**src/rtl/cpu_sequencer.sv**
```systemverilog
// Multi-cycle FETCH/DECODE/EXEC/MEM/WB control sequencer for the MIPS-subset datapath.
// Drives memory req/ack handshakes, all datapath strobes, and a per-handshake ack watchdog.
module cpu_sequencer #(
    parameter int unsigned ACK_TIMEOUT = 15
) (
    input  logic       clk,
    input  logic       rst,
    input  logic [5:0] opcode,
    input  logic       zero,
    input  logic       i_ack,
    input  logic       d_ack,
    output logic       i_req,
    output logic       d_req,
    output logic       d_we,
    output logic       ir_we,
    output logic       pc_we,
    output logic [1:0] pc_src,
    output logic       reg_w,
    output logic       reg_dst,
    output logic       mem_to_reg,
    output logic       alu_src,
    output logic [2:0] alu_op,
    output logic       retire,
    output logic       trap,
    output logic [1:0] trap_code,
    output logic [2:0] state
);

    typedef enum logic [2:0] {
        StFetch  = 3'd0,
        StDecode = 3'd1,
        StExec   = 3'd2,
        StMem    = 3'd3,
        StWb     = 3'd4,
        StTrap   = 3'd7
    } state_e;

    localparam logic [5:0] OpRtype = 6'b000000;
    localparam logic [5:0] OpAddi  = 6'b001000;
    localparam logic [5:0] OpLw    = 6'b100011;
    localparam logic [5:0] OpSw    = 6'b101011;
    localparam logic [5:0] OpBeq   = 6'b000100;
    localparam logic [5:0] OpBne   = 6'b000101;
    localparam logic [5:0] OpJ     = 6'b000010;

    // Count value on the last wait cycle before a missing ack traps the core.
    localparam logic [7:0] CntLast = 8'(ACK_TIMEOUT - 1);

    state_e     state_q, state_d;
    logic [7:0] cnt_q, cnt_d;
    logic [1:0] code_q, code_d;
    logic       legal;

    always_comb begin
        unique case (opcode)
            OpRtype, OpAddi, OpLw, OpSw, OpBeq, OpBne, OpJ: legal = 1'b1;
            default:                                        legal = 1'b0;
        endcase
    end

    always_comb begin
        state_d    = state_q;
        cnt_d      = '0;
        code_d     = code_q;
        i_req      = 1'b0;
        d_req      = 1'b0;
        d_we       = 1'b0;
        ir_we      = 1'b0;
        pc_we      = 1'b0;
        pc_src     = 2'b00;
        reg_w      = 1'b0;
        reg_dst    = 1'b0;
        mem_to_reg = 1'b0;
        alu_src    = 1'b0;
        alu_op     = 3'b000;
        retire     = 1'b0;

        // Reset masks every strobe combinationally so nothing fires in the reset cycle.
        if (!rst) begin
            unique case (state_q)
                StFetch: begin
                    i_req = 1'b1;
                    if (i_ack) begin
                        ir_we   = 1'b1;
                        pc_we   = 1'b1;
                        state_d = StDecode;
                    end else if (cnt_q == CntLast) begin
                        state_d = StTrap;
                        code_d  = 2'b01;
                    end else begin
                        cnt_d = cnt_q + 8'd1;
                    end
                end
                StDecode: begin
                    if (opcode == OpJ) begin
                        pc_we   = 1'b1;
                        pc_src  = 2'b10;
                        retire  = 1'b1;
                        state_d = StFetch;
                    end else if (!legal) begin
                        state_d = StTrap;
                        code_d  = 2'b11;
                    end else begin
                        state_d = StExec;
                    end
                end
                StExec: begin
                    unique case (opcode)
                        OpRtype: begin
                            alu_op  = 3'b010;
                            state_d = StWb;
                        end
                        OpAddi: begin
                            alu_src = 1'b1;
                            state_d = StWb;
                        end
                        OpLw, OpSw: begin
                            alu_src = 1'b1;
                            state_d = StMem;
                        end
                        OpBeq, OpBne: begin
                            alu_op = (opcode == OpBne) ? 3'b101 : 3'b001;
                            // bne inverts the sense of the zero flag.
                            if (zero ^ alu_op[2]) begin
                                pc_we  = 1'b1;
                                pc_src = 2'b01;
                            end
                            retire  = 1'b1;
                            state_d = StFetch;
                        end
                        default: begin
                            state_d = StTrap;
                            code_d  = 2'b11;
                        end
                    endcase
                end
                StMem: begin
                    d_req   = 1'b1;
                    d_we    = (opcode == OpSw);
                    alu_src = 1'b1;
                    if (d_ack) begin
                        if (opcode == OpSw) begin
                            retire  = 1'b1;
                            state_d = StFetch;
                        end else begin
                            state_d = StWb;
                        end
                    end else if (cnt_q == CntLast) begin
                        state_d = StTrap;
                        code_d  = 2'b10;
                    end else begin
                        cnt_d = cnt_q + 8'd1;
                    end
                end
                StWb: begin
                    reg_w      = 1'b1;
                    retire     = 1'b1;
                    reg_dst    = (opcode == OpRtype);
                    mem_to_reg = (opcode == OpLw);
                    state_d    = StFetch;
                end
                StTrap: state_d = StTrap;
                default: state_d = StFetch;
            endcase
        end
    end

    always_ff @(posedge clk) begin
        if (rst) begin
            state_q <= StFetch;
            cnt_q   <= '0;
            code_q  <= 2'b00;
        end else begin
            state_q <= state_d;
            cnt_q   <= cnt_d;
            code_q  <= code_d;
        end
    end

    assign trap      = !rst && (state_q == StTrap);
    assign trap_code = rst ? 2'b00 : code_q;
    assign state     = rst ? 3'd0 : state_q;

endmodule

```
**config.mk**
```make
export PLATFORM = sky130hd
export DESIGN_NAME = cpu_sequencer
export DESIGN_NICKNAME = d
export VERILOG_FILES = /design/src/rtl/cpu_sequencer.sv
export SDC_FILE = /design/constraint.sdc
export NUM_CORES = 1
export LEC_CHECK = 0
export ABC_CLOCK_PERIOD_IN_PS = 2200
export CORE_UTILIZATION = 35
export DETAILED_ROUTE_END_ITERATION = 6
export GPL_TIMING_DRIVEN = 0
export REMOVE_ABC_BUFFERS = 1
export SLEW_MARGIN = 20
export SYNTH_ARGS = -nofsm -noshare
export SYNTH_HDL_FRONTEND = slang
export SYNTH_SLANG_ARGS = --single-unit
```
**constraint.sdc**
```tcl
create_clock -name clk -period 2.2 [get_ports clk]
set_clock_uncertainty 0.1 [all_clocks]
set_input_delay 0.22 -clock clk [delete_from_list [all_inputs] [get_ports clk]]
set_output_delay 0.22 -clock clk [all_outputs]
set_load 0.01 [all_outputs]
```
# Yosys cells after proc, flatten, opt, wreduce, memory -nomap -nowiden
# Cells that the tools add are included.
dict set report word_totals {
  wordCells 96
  reg_bits 13
  inputBits 11
}
dict set report classes {
  n_mux 60
  n_reduce_logical 12
  n_addsub 1
  bitwise 1
  eq_ne 19
}
# operator n
set ops {}
lappend ops {{$mux W3} 10}
lappend ops {{$mux W1} 28}
lappend ops {{$mux W8} 3}
lappend ops {{$mux W2} 10}
lappend ops {{$pmux W8 S2} 1}
lappend ops {{$pmux W3 S5} 1}
lappend ops {{$ne A2 B2 Y1 const B} 7}
lappend ops {{$eq A6 B3 Y1 const B} 2}
lappend ops {{$eq A6 B6 Y1 const B} 2}
lappend ops {{$pmux W3 S3} 1}
lappend ops {{$add A8 B1 Y8 const B} 1}
lappend ops {{$eq A8 B4 Y1 const B} 1}
lappend ops {{$pmux W2 S4} 1}
lappend ops {{$reduce_and A8 Y1} 1}
lappend ops {{$reduce_or A7 Y1} 1}
lappend ops {{$eq A3 B2 Y1 const B} 2}
lappend ops {{$eq A3 B3 Y1 const B} 2}
lappend ops {{$eq A6 B2 Y1 const B} 1}
lappend ops {{$eq A6 B4 Y1 const B} 1}
lappend ops {{$logic_not A6 Y1} 1}
lappend ops {{$pmux W3 S2} 1}
lappend ops {{$reduce_or A2 Y1} 3}
lappend ops {{$reduce_or A6 Y1} 1}
lappend ops {{$pmux W1 S4} 1}
lappend ops {{10 further kinds} 10}

# Depth between registers and ports, before layout
# Gate-level depths: netlist of run 1.
dict set report depth {
  word_depth 7
  mapped_depth 7
  ltp_nobuf 6
}

# Worst setup path after synthesis of run 1
# OpenSTA, ideal clock, no wires.
dict set report synth_path {
  path_type {reg2out}
  startpoint {reg state_q[2]}
  endpoint {out mem_to_reg}
  required_time_ps 1880
  stages_incl_launch_ff 6
  arrival_ps 1469
  slack_ps 411
  path_cell_list {dfxtp_1 clkbuf_1 clkbuf_1 nor2b_1 nand2_1 nor3_1}
}
dict set report synth_via {
  elab_chain_cells 3
}
# element line_no
set synth_rtl {}
lappend synth_rtl {{start: declaration} 49} ;# state_e state_q, state_d;
lappend synth_rtl {{start signal: assignment} 170} ;# state_q <= StFetch;
lappend synth_rtl {{start signal: assignment} 174} ;# state_q <= state_d;
lappend synth_rtl {{$eq A3 B3 Y1} 80} ;# unique case (state_q)
lappend synth_rtl {{$mux W1} 80}
lappend synth_rtl {{$mux W1} 79} ;# if (!rst) begin
lappend synth_rtl {{end: declaration} 20} ;# output logic mem_to_reg,
# Every way passes these cells.

# Worst setup path after layout of run 1
dict set report layout_path {
  startpoint {in opcode[4]}
  endpoint {out retire}
}
dict set report layout_via {
  elab_chain_cells 5
  elab_cells_between_ends 11
}
# element line_no
set layout_rtl {}
lappend layout_rtl {{start: declaration} 8} ;# input logic [5:0] opcode,
lappend layout_rtl {{$eq A6 B6 Y1 / $eq A6 B3 Y1 (equally long branches)} {142, 108}}
lappend layout_rtl {{$mux W1 / $reduce_or A2 Y1 (equally long branches)} {142, 108}}
lappend layout_rtl {{$mux W1, on equally long branches} {141, 108}}
lappend layout_rtl {{$pmux W1 S4 *} 80}
lappend layout_rtl {{$mux W1 *} 79}
lappend layout_rtl {{end: declaration} 23} ;# output logic retire,
# Mark *: on every way between the ends. The rest lies on a longest branch, timed or not.

==> metrics.yaml, run 1 <==
critPathCapture: "retire"
pin_count: 32
grt_pass1_wl_um: 4595
ys_ff_latch: 13
viasPerCell: 5.555
cp.required_ns: 1.88
cap_viol_max_count: 0
nets: 194
fin_tns_setup_ns: 0
p_leak_nw: 0.6340
dpl.hpwl_um: 2000
insertion_delay_ns: 0.27
design_power_total_mw: 1.046
place_inst: 194
whs_path_depth: 1
dieWidth_um: 55.91
cts_max_level: 1
crit-reg2reg-launch: "cnt_q[4]"
powerDensity_nw_per_um2: 686.8
crit_start: "opcode[4]"
port_buffers: 31
worst_slew_pin_slew_ns: 0.4796
syn_area_um2: 1017
ant_nets: 0
remaining_drc_errors: 0
drtPass1Iterations: 4
path_class: "in2out"
arrival_ns: 1.79
maxSlewViolCount: 0
hold_viol_final: 0
core_area_um2: 2758
vias: 1172
max_slew_margin_pct: 68.02
grt_use_met3_pct: 5.349
status: "finished, final reports clean"
ys_seq_area_share_pct: 25.58
yosys_warnings: 0
first_iter_violations: 34
path_max_fanout: 5
cp-start-kind: "input pin"
use_met1_pct: 27.95
grt.overflow.total: 0
synth_edf_count: 0
final_cells: 211
clk_pin_slew_ns: 0.07
synth_cell_types: 43
grt_pass1_vias: 963
r2r_end: "code_q[1]"
dieArea_um2: 3126
grt_usage_pct: 18.31
hold_class: "reg2reg"
clock_path_buffers: 2
synthArstFlopShare_pct: 0
synthCells: 142
peakVddDrop_uv: 492.5
num_rows: 19
drt_wl_total_um: 2897
start_util_pct: 36.89
regToRegSetupSlack_ns: 0.23
setup_viol: 0
cts_made_buffers: 3
ctsRootBufferMaster: "clkbuf_4"
cts-hold-fix-buffers: 0
r2r_cells: 5
clkSinkCount: 13
avgSynthCellArea_um2: 7.164
fin_crit_sh_pct: 96.00
post-route-min-period_ns: 2.112
endpoint_kind: "primary output"
grtUsageMet2_pct: 26.16
drive_gt1_share_pct: 19.44
antenna_found_initial: 0
dieHeight_um: 55.91
grt_max_degree: 19
fmax_mhz: 473.5
num_antenna_cells: 0
post_drt_wl_per_cell_um: 13.73
cts_tree: "yes"
grt_busiest_layer: "met1"
syn_to_final_growth_pct: 49.69
gp_congestion: 0.8120
ys.flop_type: "dfxtp_1"
## cell type report
| type | count | area [um^2] |
|---|---|---|
| Fill cell | 262 | 1235 |
| Sequential cell | 13 | 271.5 |
| Inverter | 3 | 11.26 |
| Timing Repair Buffer | 44 | 407.9 |
| Tap cell | 31 | 38.79 |
| Multi-Input combinational cell | 116 | 767.0 |
| Clock buffer | 4 | 26.28 |
## kinds of logic (layout without fill, tap and decap cells)
family	Yosys count	count (layout)	synth area share (%)
and+or+nand+nor	80	80	41.94
muxes	2	2	2.091
xor gates and xnor gates	7	7	6.027
buffers and inverters	13	51	5.166
adders and majority gates	2	2	2.460
AOI/OAI and AO/OA	25	25	16.73
DFF	13	13	25.58
## state kept, by name (all words and copies together) (netlist names)
name	cells
state_q	3
cnt_q	8
code_q	2
## metrics by stage
| stage | worst slack, ns | util, % | hold WS, ns | area [um^2] |
|---|---|---|---|---|
| CTS | 0.002126 | 50.77 | 0.3714 | 1400 |
| finish | 0.08790 | 55.22 | 0.3617 | 1523 |
| global route | -0.04048 | 55.22 | 0.4095 | 1523 |
| detailed placement | -0.4652 | 48.05 | 0.3507 | 1325 |
| global placement | -0.4569 | 48.05 | 0.3481 | 1325 |
| floorplan | 0.4013 | - | 0.1891 | 975.9 |
## synth_stat cells, drive strengths merged, types with 2 or more instances
| cell type | count | area share (%) |
|---|---|---|
| o21ai | 3 | 1.5 |
| nor2 | 24 | 8.9 |
| nand3b | 3 | 2.2 |
| ha | 2 | 2.5 |
| and3 | 3 | 2.0 |
| nand2b | 3 | 1.8 |
| nor3 | 8 | 4.4 |
| nand4 | 2 | 1.2 |
| nor2b | 7 | 4.3 |
| clkbuf | 7 | 2.6 |
| nand2 | 11 | 4.1 |
| buf | 3 | 1.5 |
| nand3 | 5 | 2.5 |
| xnor2 | 3 | 2.6 |
| a21oi | 7 | 3.4 |
| nor4 | 8 | 5.5 |
| dfxtp | 13 | 26 |
| inv | 3 | 1.1 |
| a211oi | 2 | 1.5 |
| xor2 | 4 | 3.4 |
| o21a | 3 | 2.2 |
## per-layer routing
| layer | share of wire (%) | up-vias | wire length (um) |
|---|---|---|---|
| met5 | 0 | - | 0 |
| met4 | 0.59 | 0 | 17 |
| met2 | 42 | 46 | 1223 |
| li1 | - | 587 | - |
| met3 | 6.7 | 4 | 195 |
| met1 | 50 | 535 | 1461 |
## power breakdown
group | total (mW) | switching (mW) | internal, mW
clock | 0.140 | 0.0698 | 0.0702
sequential | 0.385 | 0.0981 | 0.287
combinational | 0.521 | 0.245 | 0.275
## worst min path at each step
stage	slack, ns	startpoint	end
2_1_floorplan	0.19	rst	state_q[2]
3_3_place_gp	0.35	code_q[0]	code_q[0]
3_5_place_dp	0.35	code_q[0]	code_q[0]
4_1_cts	0.37	code_q[0]	code_q[0]
5_1_grt	0.41	code_q[0]	code_q[0]
6_report	0.36	code_q[0]	code_q[0]
## repair_timing
action / CTS / global route
pin swaps: 4 / 4
setup buffers: 3 / 10
setup endpoints to repair: 14 / 8
endpoints found under the hold margin: 0 / 0
gates resized for setup: 20 / 14
## placed cells by master, fill, tap and decap left out, types with 3 or more instances in the layout
| cell type | count |
|---|---|
| a21oi_1 | 7 |
| buf_4 | 13 |
| clkbuf_4 | 3 |
| clkdlybuf4s50_1 | 18 |
| dfxtp_1 | 10 |
| dfxtp_4 | 3 |
| dlygate4sd2_1 | 8 |
| dlymetal6s2s_1 | 4 |
| inv_1 | 3 |
| nand2_1 | 10 |
| nand3_1 | 5 |
| nand3b_1 | 3 |
| nor2_1 | 22 |
| nor2b_1 | 6 |
| nor3_1 | 5 |
| nor3_2 | 3 |
| nor4_1 | 4 |
| nor4_2 | 4 |
| o21a_1 | 3 |
| xnor2_1 | 3 |
| xor2_1 | 4 |
## critical path, cell delays in order
cell and delay, ns:
dlygate4sd2_1 0.31, nor3_2 0.20, nand3b_1 0.19, buf_4 0.20, o22ai_1 0.16, nand3b_1 0.09, a21oi_1 0.15, dlygate4sd2_1 0.28
Power figures use the tool's default switching activity.
==> run 2, diff against run 1 <==
--- a/config.mk
+++ b/config.mk
@@ -9,6 +9,7 @@
 export CORE_UTILIZATION = 35
 export DETAILED_ROUTE_END_ITERATION = 6
 export GPL_TIMING_DRIVEN = 0
+export HOLD_SLACK_MARGIN = 0.02
 export REMOVE_ABC_BUFFERS = 1
 export SLEW_MARGIN = 20
 export SYNTH_ARGS = -nofsm -noshare
==> results of run 2 <==
Final layout, timing and power as in run 1 (identical DEF).
